`src/rtl/sram_arb_pkg.sv`:
```
// Shared types and constants for the two-port async SRAM arbiter.
package sram_arb_pkg;

  typedef enum logic [1:0] {IDLE, SETUP, ACCESS, TURN} state_t;

  localparam logic PORT_A = 1'b0;
  localparam logic PORT_B = 1'b1;

  localparam int ADDR_W = 19;
  localparam int DATA_W = 8;

  localparam int DEF_RD_CYCLES = 2;
  localparam int DEF_WR_CYCLES = 2;

endpackage

```
`src/rtl/sram_req_latch.sv`:
```
// One requester's pending flag with the write/address/data captured on its strobe.
module sram_req_latch
  import sram_arb_pkg::*;
(
  input  logic              clk,
  input  logic              reset,
  input  logic              i_req,
  input  logic              i_we,
  input  logic [ADDR_W-1:0] i_addr,
  input  logic [DATA_W-1:0] i_wdata,
  input  logic              i_clr,
  output logic              o_pending,
  output logic              o_we,
  output logic [ADDR_W-1:0] o_addr,
  output logic [DATA_W-1:0] o_wdata
);

  logic              r_pending;
  logic              r_we;
  logic [ADDR_W-1:0] r_addr;
  logic [DATA_W-1:0] r_wdata;

  always_ff @(posedge clk) begin
    if (reset) begin
      r_pending <= 1'b0;
    end else if (i_clr) begin
      r_pending <= 1'b0;
    end else if (i_req) begin
      r_pending <= 1'b1;
    end
  end

  // A strobe arriving while a request is already held is dropped entirely.
  always_ff @(posedge clk) begin
    if (i_req && !r_pending) begin
      r_we    <= i_we;
      r_addr  <= i_addr;
      r_wdata <= i_wdata;
    end
  end

  assign o_pending = r_pending;
  assign o_we      = r_we;
  assign o_addr    = r_addr;
  assign o_wdata   = r_wdata;

endmodule

```
`src/rtl/sram_arbiter.sv`:
```
// Round-robin arbiter sharing one 16-bit async SRAM between two byte-wide requesters;
// all SRAM strobes are registered from the next-state decode so the pins never glitch.
module sram_arbiter
  import sram_arb_pkg::*;
#(
  parameter int RD_CYCLES = DEF_RD_CYCLES,
  parameter int WR_CYCLES = DEF_WR_CYCLES
) (
  input  logic        clk,
  input  logic        reset,
  input  logic        a_req,
  input  logic        a_we,
  input  logic [18:0] a_addr,
  input  logic [7:0]  a_wdata,
  output logic [7:0]  a_rdata,
  output logic        a_ack,
  input  logic        b_req,
  input  logic        b_we,
  input  logic [18:0] b_addr,
  input  logic [7:0]  b_wdata,
  output logic [7:0]  b_rdata,
  output logic        b_ack,
  output logic [17:0] sram_addr,
  input  logic [15:0] sram_dq_i,
  output logic [15:0] sram_dq_o,
  output logic        sram_dq_oe,
  output logic        sram_ce_n,
  output logic        sram_oe_n,
  output logic        sram_we_n,
  output logic        sram_ub_n,
  output logic        sram_lb_n,
  output logic        busy
);

  localparam logic [3:0] RD_LOAD = 4'(RD_CYCLES - 1);
  localparam logic [3:0] WR_LOAD = 4'(WR_CYCLES - 1);

  logic        w_a_pend, w_a_we, w_a_clr;
  logic [18:0] w_a_addr;
  logic [7:0]  w_a_wdata;
  logic        w_b_pend, w_b_we, w_b_clr;
  logic [18:0] w_b_addr;
  logic [7:0]  w_b_wdata;

  sram_req_latch u_lat_a (
    .clk(clk), .reset(reset), .i_req(a_req), .i_we(a_we), .i_addr(a_addr),
    .i_wdata(a_wdata), .i_clr(w_a_clr), .o_pending(w_a_pend), .o_we(w_a_we),
    .o_addr(w_a_addr), .o_wdata(w_a_wdata)
  );

  sram_req_latch u_lat_b (
    .clk(clk), .reset(reset), .i_req(b_req), .i_we(b_we), .i_addr(b_addr),
    .i_wdata(b_wdata), .i_clr(w_b_clr), .o_pending(w_b_pend), .o_we(w_b_we),
    .o_addr(w_b_addr), .o_wdata(w_b_wdata)
  );

  state_t      r_state, w_next;
  logic        r_last, r_port, r_we, r_lane;
  logic [3:0]  r_cnt;
  logic [17:0] r_sram_addr;
  logic [15:0] r_dq_o;
  logic        r_dq_oe, r_ce_n, r_oe_n, r_we_n, r_ub_n, r_lb_n;
  logic        r_a_ack, r_b_ack;
  logic [7:0]  r_a_rdata, r_b_rdata;

  logic        w_grant, w_gport, w_g_we, w_nx_we, w_nx_lane;
  logic [18:0] w_g_addr;
  logic [7:0]  w_g_wdata, w_rd_byte;

  // On a tie the port that was not served last wins.
  assign w_gport   = (w_a_pend && w_b_pend) ? ~r_last : (w_a_pend ? PORT_A : PORT_B);
  assign w_grant   = (r_state == IDLE) && (w_a_pend || w_b_pend);
  assign w_a_clr   = w_grant && (w_gport == PORT_A);
  assign w_b_clr   = w_grant && (w_gport == PORT_B);
  assign w_g_we    = (w_gport == PORT_A) ? w_a_we    : w_b_we;
  assign w_g_addr  = (w_gport == PORT_A) ? w_a_addr  : w_b_addr;
  assign w_g_wdata = (w_gport == PORT_A) ? w_a_wdata : w_b_wdata;
  assign w_nx_we   = w_grant ? w_g_we      : r_we;
  assign w_nx_lane = w_grant ? w_g_addr[0] : r_lane;
  assign w_rd_byte = r_lane ? sram_dq_i[15:8] : sram_dq_i[7:0];

  always_ff @(posedge clk) begin
    if (reset) r_state <= IDLE;
    else       r_state <= w_next;
  end

  always_comb begin
    w_next = r_state;
    case (r_state)
      IDLE:    if (w_a_pend || w_b_pend) w_next = SETUP;
      SETUP:   w_next = ACCESS;
      ACCESS:  if (r_cnt == 4'd0) w_next = TURN;
      TURN:    w_next = IDLE;
      default: w_next = IDLE;
    endcase
  end

  always_ff @(posedge clk) begin
    if (reset) begin
      r_last      <= PORT_B;
      r_port      <= PORT_A;
      r_we        <= 1'b0;
      r_lane      <= 1'b0;
      r_cnt       <= 4'd0;
      r_sram_addr <= '0;
      r_dq_o      <= '0;
      r_dq_oe     <= 1'b0;
      r_ce_n      <= 1'b1;
      r_oe_n      <= 1'b1;
      r_we_n      <= 1'b1;
      r_ub_n      <= 1'b1;
      r_lb_n      <= 1'b1;
      r_a_ack     <= 1'b0;
      r_b_ack     <= 1'b0;
      r_a_rdata   <= '0;
      r_b_rdata   <= '0;
    end else begin
      if (w_grant) begin
        r_last      <= w_gport;
        r_port      <= w_gport;
        r_we        <= w_g_we;
        r_lane      <= w_g_addr[0];
        r_sram_addr <= w_g_addr[18:1];
        if (w_g_we) r_dq_o <= {w_g_wdata, w_g_wdata};
      end
      if (r_state == SETUP) begin
        r_cnt <= r_we ? WR_LOAD : RD_LOAD;
      end else if ((r_state == ACCESS) && (r_cnt != 4'd0)) begin
        r_cnt <= r_cnt - 4'd1;
      end
      // Read data is sampled on the edge that closes the last OE-low cycle.
      if ((r_state == ACCESS) && (r_cnt == 4'd0) && !r_we) begin
        if (r_port == PORT_A) r_a_rdata <= w_rd_byte;
        else                  r_b_rdata <= w_rd_byte;
      end
      r_ce_n  <= (w_next == IDLE);
      r_oe_n  <= !((w_next == ACCESS) && !w_nx_we);
      r_we_n  <= !((w_next == ACCESS) && w_nx_we);
      r_lb_n  <= (w_next == IDLE) || w_nx_lane;
      r_ub_n  <= (w_next == IDLE) || !w_nx_lane;
      r_dq_oe <= (w_next != IDLE) && w_nx_we;
      r_a_ack <= (w_next == TURN) && (r_port == PORT_A);
      r_b_ack <= (w_next == TURN) && (r_port == PORT_B);
    end
  end

  assign sram_addr  = r_sram_addr;
  assign sram_dq_o  = r_dq_o;
  assign sram_dq_oe = r_dq_oe;
  assign sram_ce_n  = r_ce_n;
  assign sram_oe_n  = r_oe_n;
  assign sram_we_n  = r_we_n;
  assign sram_ub_n  = r_ub_n;
  assign sram_lb_n  = r_lb_n;
  assign a_ack      = r_a_ack;
  assign b_ack      = r_b_ack;
  assign a_rdata    = r_a_rdata;
  assign b_rdata    = r_b_rdata;
  assign busy       = (r_state != IDLE);

endmodule
```
`config.mk`:
```
export PLATFORM = sky130hd
export DESIGN_NAME = sram_arbiter
export DESIGN_NICKNAME = d
export VERILOG_FILES = /design/src/rtl/sram_arb_pkg.sv /design/src/rtl/sram_req_latch.sv /design/src/rtl/sram_arbiter.sv
export SDC_FILE = /design/constraint.sdc
export NUM_CORES = 1
export LEC_CHECK = 0
export CAP_MARGIN = 5
export CORE_ASPECT_RATIO = 0.8
export CORE_UTILIZATION = 42
export DETAILED_ROUTE_END_ITERATION = 6
export GPL_TIMING_DRIVEN = 0
export PLACE_DENSITY_LB_ADDON = 0.12
export SETUP_SLACK_MARGIN = 0.4
export SLEW_MARGIN = 25
export SYNTH_ARGS = -nofsm -noshare
export SYNTH_HDL_FRONTEND = slang
export SYNTH_SLANG_ARGS = --single-unit
```
`constraint.sdc`:
```
create_clock -name clk -period 2.5 [get_ports clk]
set_input_delay 0.25 -clock clk [delete_from_list [all_inputs] [get_ports clk]]
set_output_delay 0.25 -clock clk [all_outputs]
set_load 0.1 [all_outputs]
```
Word level (Yosys, flattened, before mapping). Index checks and enable logic that the tools add are counted.

Input bits: 76. Output and inout bits: 59. Logic and storage cells: 86. Bits in registers: 126.

Eq/ne operators: 5. Add/subtract/negate cells: 1. Bitwise gates (word level): 3. Reduce and logical (&&, ||, !) cells: 37. Multiplexer cells: 13.

Operator list (number): 19-bit 2-to-1 mux (1); 8-bit 2-to-1 mux (2); 1-bit logical AND (14); 2-bit equality test (second input constant) (4); 2-bit case mux with 4 select lines (1); 1-bit logical NOT (7); 1-bit 2-to-1 mux (7); 2-bit AND reduction (3); 2-bit nonzero test (3); 2-bit OR reduction (3); 2-bit logical NOT (2); 4-bit logical NOT (1); 2-bit 2-to-1 mux (2); 4-bit nonzero test (1); 4-bit by 1-bit subtractor with 4-bit output (second input constant) (1); 1-bit logical OR (3); 1-bit inverter (3); 2-bit by 1-bit equality test with 1-bit output (second input constant) (1).

Depth between registers and ports, before layout. Gate-level depths: netlist of run 1.

Depth in word-level cells: 7. Depth in mapped cells: 8. Mapped depth without buffers: 6.

Modules after synthesis. From an unflattened synthesis of run 1, not the netlist that was laid out.

Cell total of the unflattened synthesis: 325. Area total of the unflattened synthesis: 4344.2 sq um.

By module, submodules not included: sram_arbiter (cells each 261, area each 2582.5 sq um, seq. area each 1201.2 sq um, times used 1); sram_req_latch (cells each 32, area each 880.8 sq um, seq. area each 860.8 sq um, times used 2).

Worst setup path after synthesis of run 1. No wires, ideal clock.

Path type: register -> register. Start point: register u_lat_a.r_pending, in the netlist u_lat_a.o_pending. End point: register u_lat_a.r_addr[0], in the netlist u_lat_a.o_addr[0], enable pin. Path buffers: 2. Setup time: 416 ps. Slack: 143 ps. Arrival: 1941 ps. Clock period less this slack: 2357 ps. Required time: 2084 ps. Stages on the path, launching flop included: 4. Cells stage by stage: dfxtp_1 > buf_4 > clkbuf_1 > nor2b_1.

Word-level cells in the longest chain between the ends: 2.

RTL lines: from (decl) (line sram_req_latch.sv:18) `logic r_pending;`; from (signal assigned) (line sram_req_latch.sv:25) `r_pending <= 1'b0;`; from (signal assigned) (line sram_req_latch.sv:27) `r_pending <= 1'b0;`; from (signal assigned) (line sram_req_latch.sv:29) `r_pending <= 1'b1;`; 1-bit logical NOT (line sram_req_latch.sv:35) `if (i_req && !r_pending) begin`; 1-bit logical AND (line sram_req_latch.sv:35); to (signal assigned) (line sram_req_latch.sv:37) `r_addr <= i_addr;`; to (decl) (line sram_req_latch.sv:20) `logic [ADDR_W-1:0] r_addr;`.

No other way between the ends. A chain may end at the register's enable or synchronous reset.

Worst setup path after layout of run 1.
Start point: register r_state[0]. End point: output busy.

Word-level cells in the longest chain between the ends: 1.

RTL lines: from (decl) (line sram_arbiter.sv:57) `state_t r_state, w_next;`; from (signal assigned) (line sram_arbiter.sv:84) `else r_state <= w_next;`; 2-bit nonzero test (line sram_arbiter.sv:159) `assign busy = (r_state != IDLE);`; to (decl) (line sram_arbiter.sv:32) `output logic busy`.

No other way between the ends.

==> flow_summary.json, run 1 <==
{
  "min_period_ns": 2.061,
  "dieWidth_um": 118.9,
  "fill_cells": 870,
  "grt_usage_pct": 20.86,
  "report.final.hold_viol_count": 0,
  "cp-start-kind": "flop",
  "die_h_um": 95.55,
  "timing.hold.ws_ns": 0.3958,
  "vdd_drop_max_mv": 0.6547,
  "yosys.area.top_type_share_pct": 36.60,
  "dr.first_iter.drc_count": 222,
  "rows": 33,
  "finClkSkew_ns": 0.007210,
  "initial_core_util_pct": 43.98,
  "clock_sinks": 118,
  "crit_path_end_kind": "output port",
  "yosysSeqAreaShare_pct": 63.62,
  "status": "completed",
  "synth_area_leaders": "edfxtp_1, dfxtp_1, a211oi_1, nand2_1, nor2_1",
  "setup_viol": 0,
  "num-nets-final": 619,
  "critical_path_class": "flop to output port",
  "maxCapViolCount": 0,
  "routabilityCongestion": 0.7531,
  "cts_tree": "yes",
  "vias_per_cell": 5.048,
  "ys_types": 48,
  "cts-root-buf": "clkbuf_16",
  "worst_r2r_endpoint": "sram_dq_o[8]",
  "min_to": "u_lat_b.o_wdata[6]",
  "ys_warn_count": 0,
  "rrSetupSlack_ns": 0.60,
  "hold_path_startpoint": "b_wdata[6]",
  "powerDensity_nw_per_um2": 1269,
  "diodes": 0,
  "htree_levels": 4,
  "critPathArrivalTime_ns": 1.81,
  "ys_ff_latch": 118,
  "core_area_um2": 10450,
  "slew-limit-headroom_pct": 34.24,
  "syn_inst": 384,
  "ys.flop_type": "dfxtp_1",
  "rsz0062_at_grt": "yes",
  "r2r_cells": 7,
  "antenna_left": 0,
  "async_flop_share_pct": 0,
  "synth_top_cell_by_area": "edfxtp_1",
  "min_period_over_period_pct": 82.45,
  "fin_setup_tns_ns": 0,
  "numPortBuffers": 134,
  "overflow": 0,
  "cts-buffers-inserted": 17,
  "tightest_slew_ns": 0.9903,
  "synthesis.area_um2": 4594,
  "ioPinCount": 135,
  "grt_pass1_wl_um": 17720,
  "via_count": 3488,
  "multi_input_area_um2": 1434,
  "crit_required_ns": 2.25,
  "synth_edf_count": 56,
  "seq_area_um2": 2923,
  "area_growth_pct": 45.78,
  "path_clk_slew_ns": 0.06,
  "antenna_found_initial": 0,
  "fmax_mhz": 485.2,
  "syn_nets": 465,
  "drive_gt1_share_pct": 12.70,
  "dieArea_um2": 11360,
  "first_global_vias": 3531,
  "grt_max_degree": 29,
  "r2r_start": "r_state[0]",
  "firstDrtPassIters": 4,
  "leakagePower_nw": 2.650,
  "drc_errors": 0,
  "cp_max_fo": 10,
  "clockBufferDepth": 2,
  "slew_violations": 0,
  "hpwlAfterDp_um": 7767,
  "holdPathStages": 1,
  "detail_route.wl_per_cell_um": 16.20,
  "syn_avg_cell_area_um2": 11.96,
  "clkLatencyLatePin_ns": 0.41,
  "cts_setup_buffers": 0,
  "hp-class": "primary input to flop",
  "routed_wl_um": 11200
}
[power breakdown]
group	switching, W	leakage, nW	internal (W)
logic	0.00265	1.32	0.000849
registers	0.000177	1.04	0.00237
clock network	0.000853	0.287	0.00160
[synthesized netlist by cell type, drive strengths merged (8+ instances only)]
| cell | number |
|---|---|
| o22ai | 9 |
| o21ai | 20 |
| a221oi | 9 |
| nand3 | 10 |
| inv | 17 |
| dfxtp | 62 |
| nor2b | 8 |
| a211oi | 21 |
| edfxtp | 56 |
| a21oi | 12 |
| mux2i | 12 |
| nand2 | 33 |
| nor2 | 33 |
| a22oi | 10 |
| buf | 22 |
| clkbuf | 9 |
[cell usage in the layout, fill, tap and decap left out, types with 12 or more instances in the layout]
cell and instances:
nand2_1 33, mux2i_1 12, o21ai_0 20, edfxtp_1 56
dlygate4sd2_1 54, inv_1 17, a21oi_1 12, nor2_1 33
dfxtp_1 62, clkbuf_16 19, a211oi_1 17, clkdlybuf4s50_1 75
[layer usage]
| metal | track usage [%] | share of wire, % |
|---|---|---|
| met5 | 0 | 0 |
| met4 | 9.283 | 0.84 |
| met3 | 6.400 | 6.7 |
| met2 | 34.99 | 49 |
| met1 | 25.00 | 44 |
[critical path, stage by stage (launching register included)]
cell and delay [ns]:
dfxtp_1 0.39, inv_1 0.10, ha_1 0.21, buf_2 0.19, inv_1 0.09, buf_2 0.43
[how the worst max path moves through the flow]
stage / from / to / slack (ns) / depth (start not counted)
final: r_state[0] / busy / 0.44 / 5
after CTS: r_state[0] / busy / 0.29 / 5
after global placement: u_lat_a.o_pending / u_lat_a.o_addr[15] / 0.03 / 3
after detailed placement: r_state[0] / busy / 0.15 / 5
after global routing: r_state[0] / busy / 0.35 / 5
after floorplan: r_state[0] / sram_ub_n / 0.61 / 7
[sequential cells by signal (all words and copies together) (netlist names), 2 cells and up]
name and cells:
a_rdata 8, b_rdata 8, r_cnt 4, r_state 2, sram_addr 18, sram_dq_o 8
u_lat_a.o_addr 19, u_lat_a.o_wdata 8, u_lat_b.o_addr 19, u_lat_b.o_wdata 8
[metrics by stage]
step                      power [W]  cells  instance area, um^2  utilization [%]  worst slack, ns
after global routing       0.008842    691                 6698            64.12           0.3537
after floorplan            0.005302    384                 4597                -           0.6062
after global placement     0.006150    658                 6113            58.52          0.02577
after CTS                  0.008542    691                 6693            64.07           0.2896
final                      0.008498    691                 6698            64.12           0.4388
after detailed placement   0.006232    659                 6146            58.83           0.1498
[cell families after synthesis]
family | synth area share [%]
mux | 2.614
fa+ha+maj | 1.362
buf+inv | 5.337
xor+xnor | 0.5720
compound gates | 15.36
flops | 63.62
simple gates | 11.14
[final cells by class]
type / count / share of cell area, %
Inverter: 18 / 1.009
Clock inverter: 11 / 1.793
Multi-Input combinational cell: 217 / 21.41
Timing Repair Buffer: 135 / 19.50
Buffer: 31 / 2.671
Clock buffer: 21 / 7.360
Tap cell: 140 / 2.615
Sequential cell: 118 / 43.64
[what timing repair did]
action / in CTS / in global routing
endpoints found under the setup margin: 55 / 12
cloned: 0 / 0
hold buffers: 0 / 0
resized for setup: 57 / 7
pin swaps: 0 / 0
No activity file was read; power rests on OpenSTA's default activity.
==> run 2, diff against run 1 <==
==> constraint.sdc (replaced) <==
create_clock -name clk -period 1.7 [get_ports clk]
set_input_delay 0.17 -clock clk [delete_from_list [all_inputs] [get_ports clk]]
set_output_delay 0.17 -clock clk [all_outputs]
set_load 0.1 [all_outputs]
==> run 2 against run 1 <==
Against the previous run: clock-buffer cell count is 2 lower; final cell count is 5.4% higher; clock power is 35% higher.
==> flow_summary.json, run 2 (same netlist as run 1, synthesis figures left out) <==
{
  "vdd_drop_max_mv": 1.027,
  "antenna_left": 0,
  "drc_errors": 0,
  "powerDensity_nw_per_um2": 1841,
  "report.final.hold_viol_count": 0,
  "finish.instance_area_um2": 7507,
  "vias_per_cell": 5.147,
  "grt_pass1_wl_um": 18810,
  "clock_sinks": 118,
  "leakagePower_nw": 2.877,
  "layout_common_cells": "buf_4, clkdlybuf4s50_1, edfxtp_1, dfxtp_1, nand2_1",
  "crit_required_ns": 1.53,
  "ioPinCount": 135,
  "detail_route.wl_per_cell_um": 17.26,
  "rows": 33,
  "status": "completed",
  "cp-start-kind": "flop",
  "dr.first_iter.drc_count": 258,
  "final_common_cell": "buf_4",
  "min_period_over_period_pct": 93.06,
  "fmax_mhz": 632.1,
  "critical_path_class": "flop to output port",
  "grt_usage_pct": 22.28,
  "place_inst": 658,
  "first_global_vias": 3700,
  "critPathArrivalTime_ns": 1.41,
  "maxCapViolCount": 0,
  "diodes": 0,
  "crit_path_end_kind": "output port",
  "cts-buffers-inserted": 17,
  "grtUsageMet1_pct": 26.39,
  "slew_violations": 0,
  "r2r_cells": 8,
  "htree_levels": 4,
  "holdPathStages": 1,
  "grt_use_met3_pct": 8.074,
  "dieWidth_um": 118.9,
  "use_met2_pct": 37.77,
  "finalPower_w": 0.01382,
  "cp_max_fo": 5,
  "numPortBuffers": 134,
  "final_util_pct": 71.86,
  "via_count": 3747,
  "path_clk_slew_ns": 0.05,
  "finClkSkew_ns": 0.01101,
  "setup_viol": 0,
  "num-nets-final": 657,
  "hpwlAfterDp_um": 7686,
  "firstDrtPassIters": 5,
  "tightest_slew_ns": 0.5447,
  "rsz0062_at_grt": "yes",
  "drive_gt1_share_pct": 43.88,
  "clockBufferDepth": 2,
  "cts_tree": "yes",
  "area_growth_pct": 63.40,
  "busiest_layer": "met2",
  "grt_max_degree": 17,
  "ctsHoldBuffers": 0,
  "overflow": 0,
  "clkLatencyLatePin_ns": 0.41,
  "fin_cells": 728,
  "dieArea_um2": 11360,
  "hp-class": "primary input to flop",
  "routed_wl_um": 12570,
  "place_area_um2": 6259,
  "die_h_um": 95.55,
  "min_period_ns": 1.582,
  "initial_core_util_pct": 43.98,
  "routabilityCongestion": 0.7743,
  "cts-root-buf": "clkbuf_16",
  "antenna_found_initial": 0,
  "slew-limit-headroom_pct": 63.68,
  "core_area_um2": 10450
}
run 2: cell types whose count changed in the layout (fill, tap and decap cells not counted), moves of 14 or more:
cell,delta
dfxtp_1,-24
buf_4,+72
buf_6,+20
a211oi_1,-14
dfxtp_2,+20
dlygate4sd2_1,-54
run 2: stage by stage:
step	setup slack (ns)	hold WS (ns)	setup TNS, ns
floorplan	-0.03351	0.2680	-0.09554
global placement	-0.3777	0.4477	-14.92
detailed placement	-0.3779	0.4550	-13.80
CTS	0.1240	0.3036	0
global route	0.05509	0.2969	0
finish	0.1180	0.3126	0
run 2: cell type report:
cell class                      instances  area [um^2]
Sequential cell                       118         2963
Tap cell                              140        175.2
Inverter                               18        73.82
Multi-Input combinational cell        219         1818
Clock inverter                         12        112.6
Fill cell                             707         2939
Clock buffer                           19        432.9
Timing Repair Buffer                  171         1614
Buffer                                 31        317.8
run 2: path summary, 6_finish.rpt:
kind                               startpoint                  to  slack (ns)
worst max-delay path               r_state[0]                busy        0.12
worst min-delay path               a_addr[12]  u_lat_a.o_addr[12]        0.31
worst max register to register     r_state[0]          b_rdata[5]        0.12
worst min register to register  sram_addr[17]       sram_addr[17]        0.47
run 2: what timing repair did:
action / in CTS / in global routing
gates cloned: 5 / 0
setup buffers: 21 / 13
pin swaps: 33 / 27
resized for setup: 426 / 62
endpoints found under the setup margin: 176 / 91
run 2: where the power goes:
part           switching, W  total, W  internal (W)
Clock               0.00121   0.00333       0.00211
Sequential         0.000298   0.00382       0.00352
Combinational       0.00437   0.00667       0.00231
Total               0.00588    0.0138       0.00794
run 2: critical path, cell delays in order, from the launching register on:
cell        delay, ns
dfxtp_4          0.35
inv_4            0.07
ha_4             0.18
buf_8            0.13
clkinvlp_4       0.10
buf_12           0.17
run 2: per-layer routing:
layer	routed length (um)	up-vias
met2	6290	162
met3	1033	11
li1	-	1779
met1	5138	1795
met5	0	-
met4	105	0
==> run 3, diff against run 2 <==
--- a/config.mk
+++ b/config.mk
@@ -12,7 +12,7 @@
 export GPL_TIMING_DRIVEN = 0
 export PLACE_DENSITY_LB_ADDON = 0.12
 export SETUP_SLACK_MARGIN = 0.4
-export SLEW_MARGIN = 25
+export SLEW_MARGIN = 20
 export SYNTH_ARGS = -nofsm -noshare
 export SYNTH_HDL_FRONTEND = slang
 export SYNTH_SLANG_ARGS = --single-unit
==> results of run 3 <==
No change in the layout: final DEF, timing and power equal those of run 2.
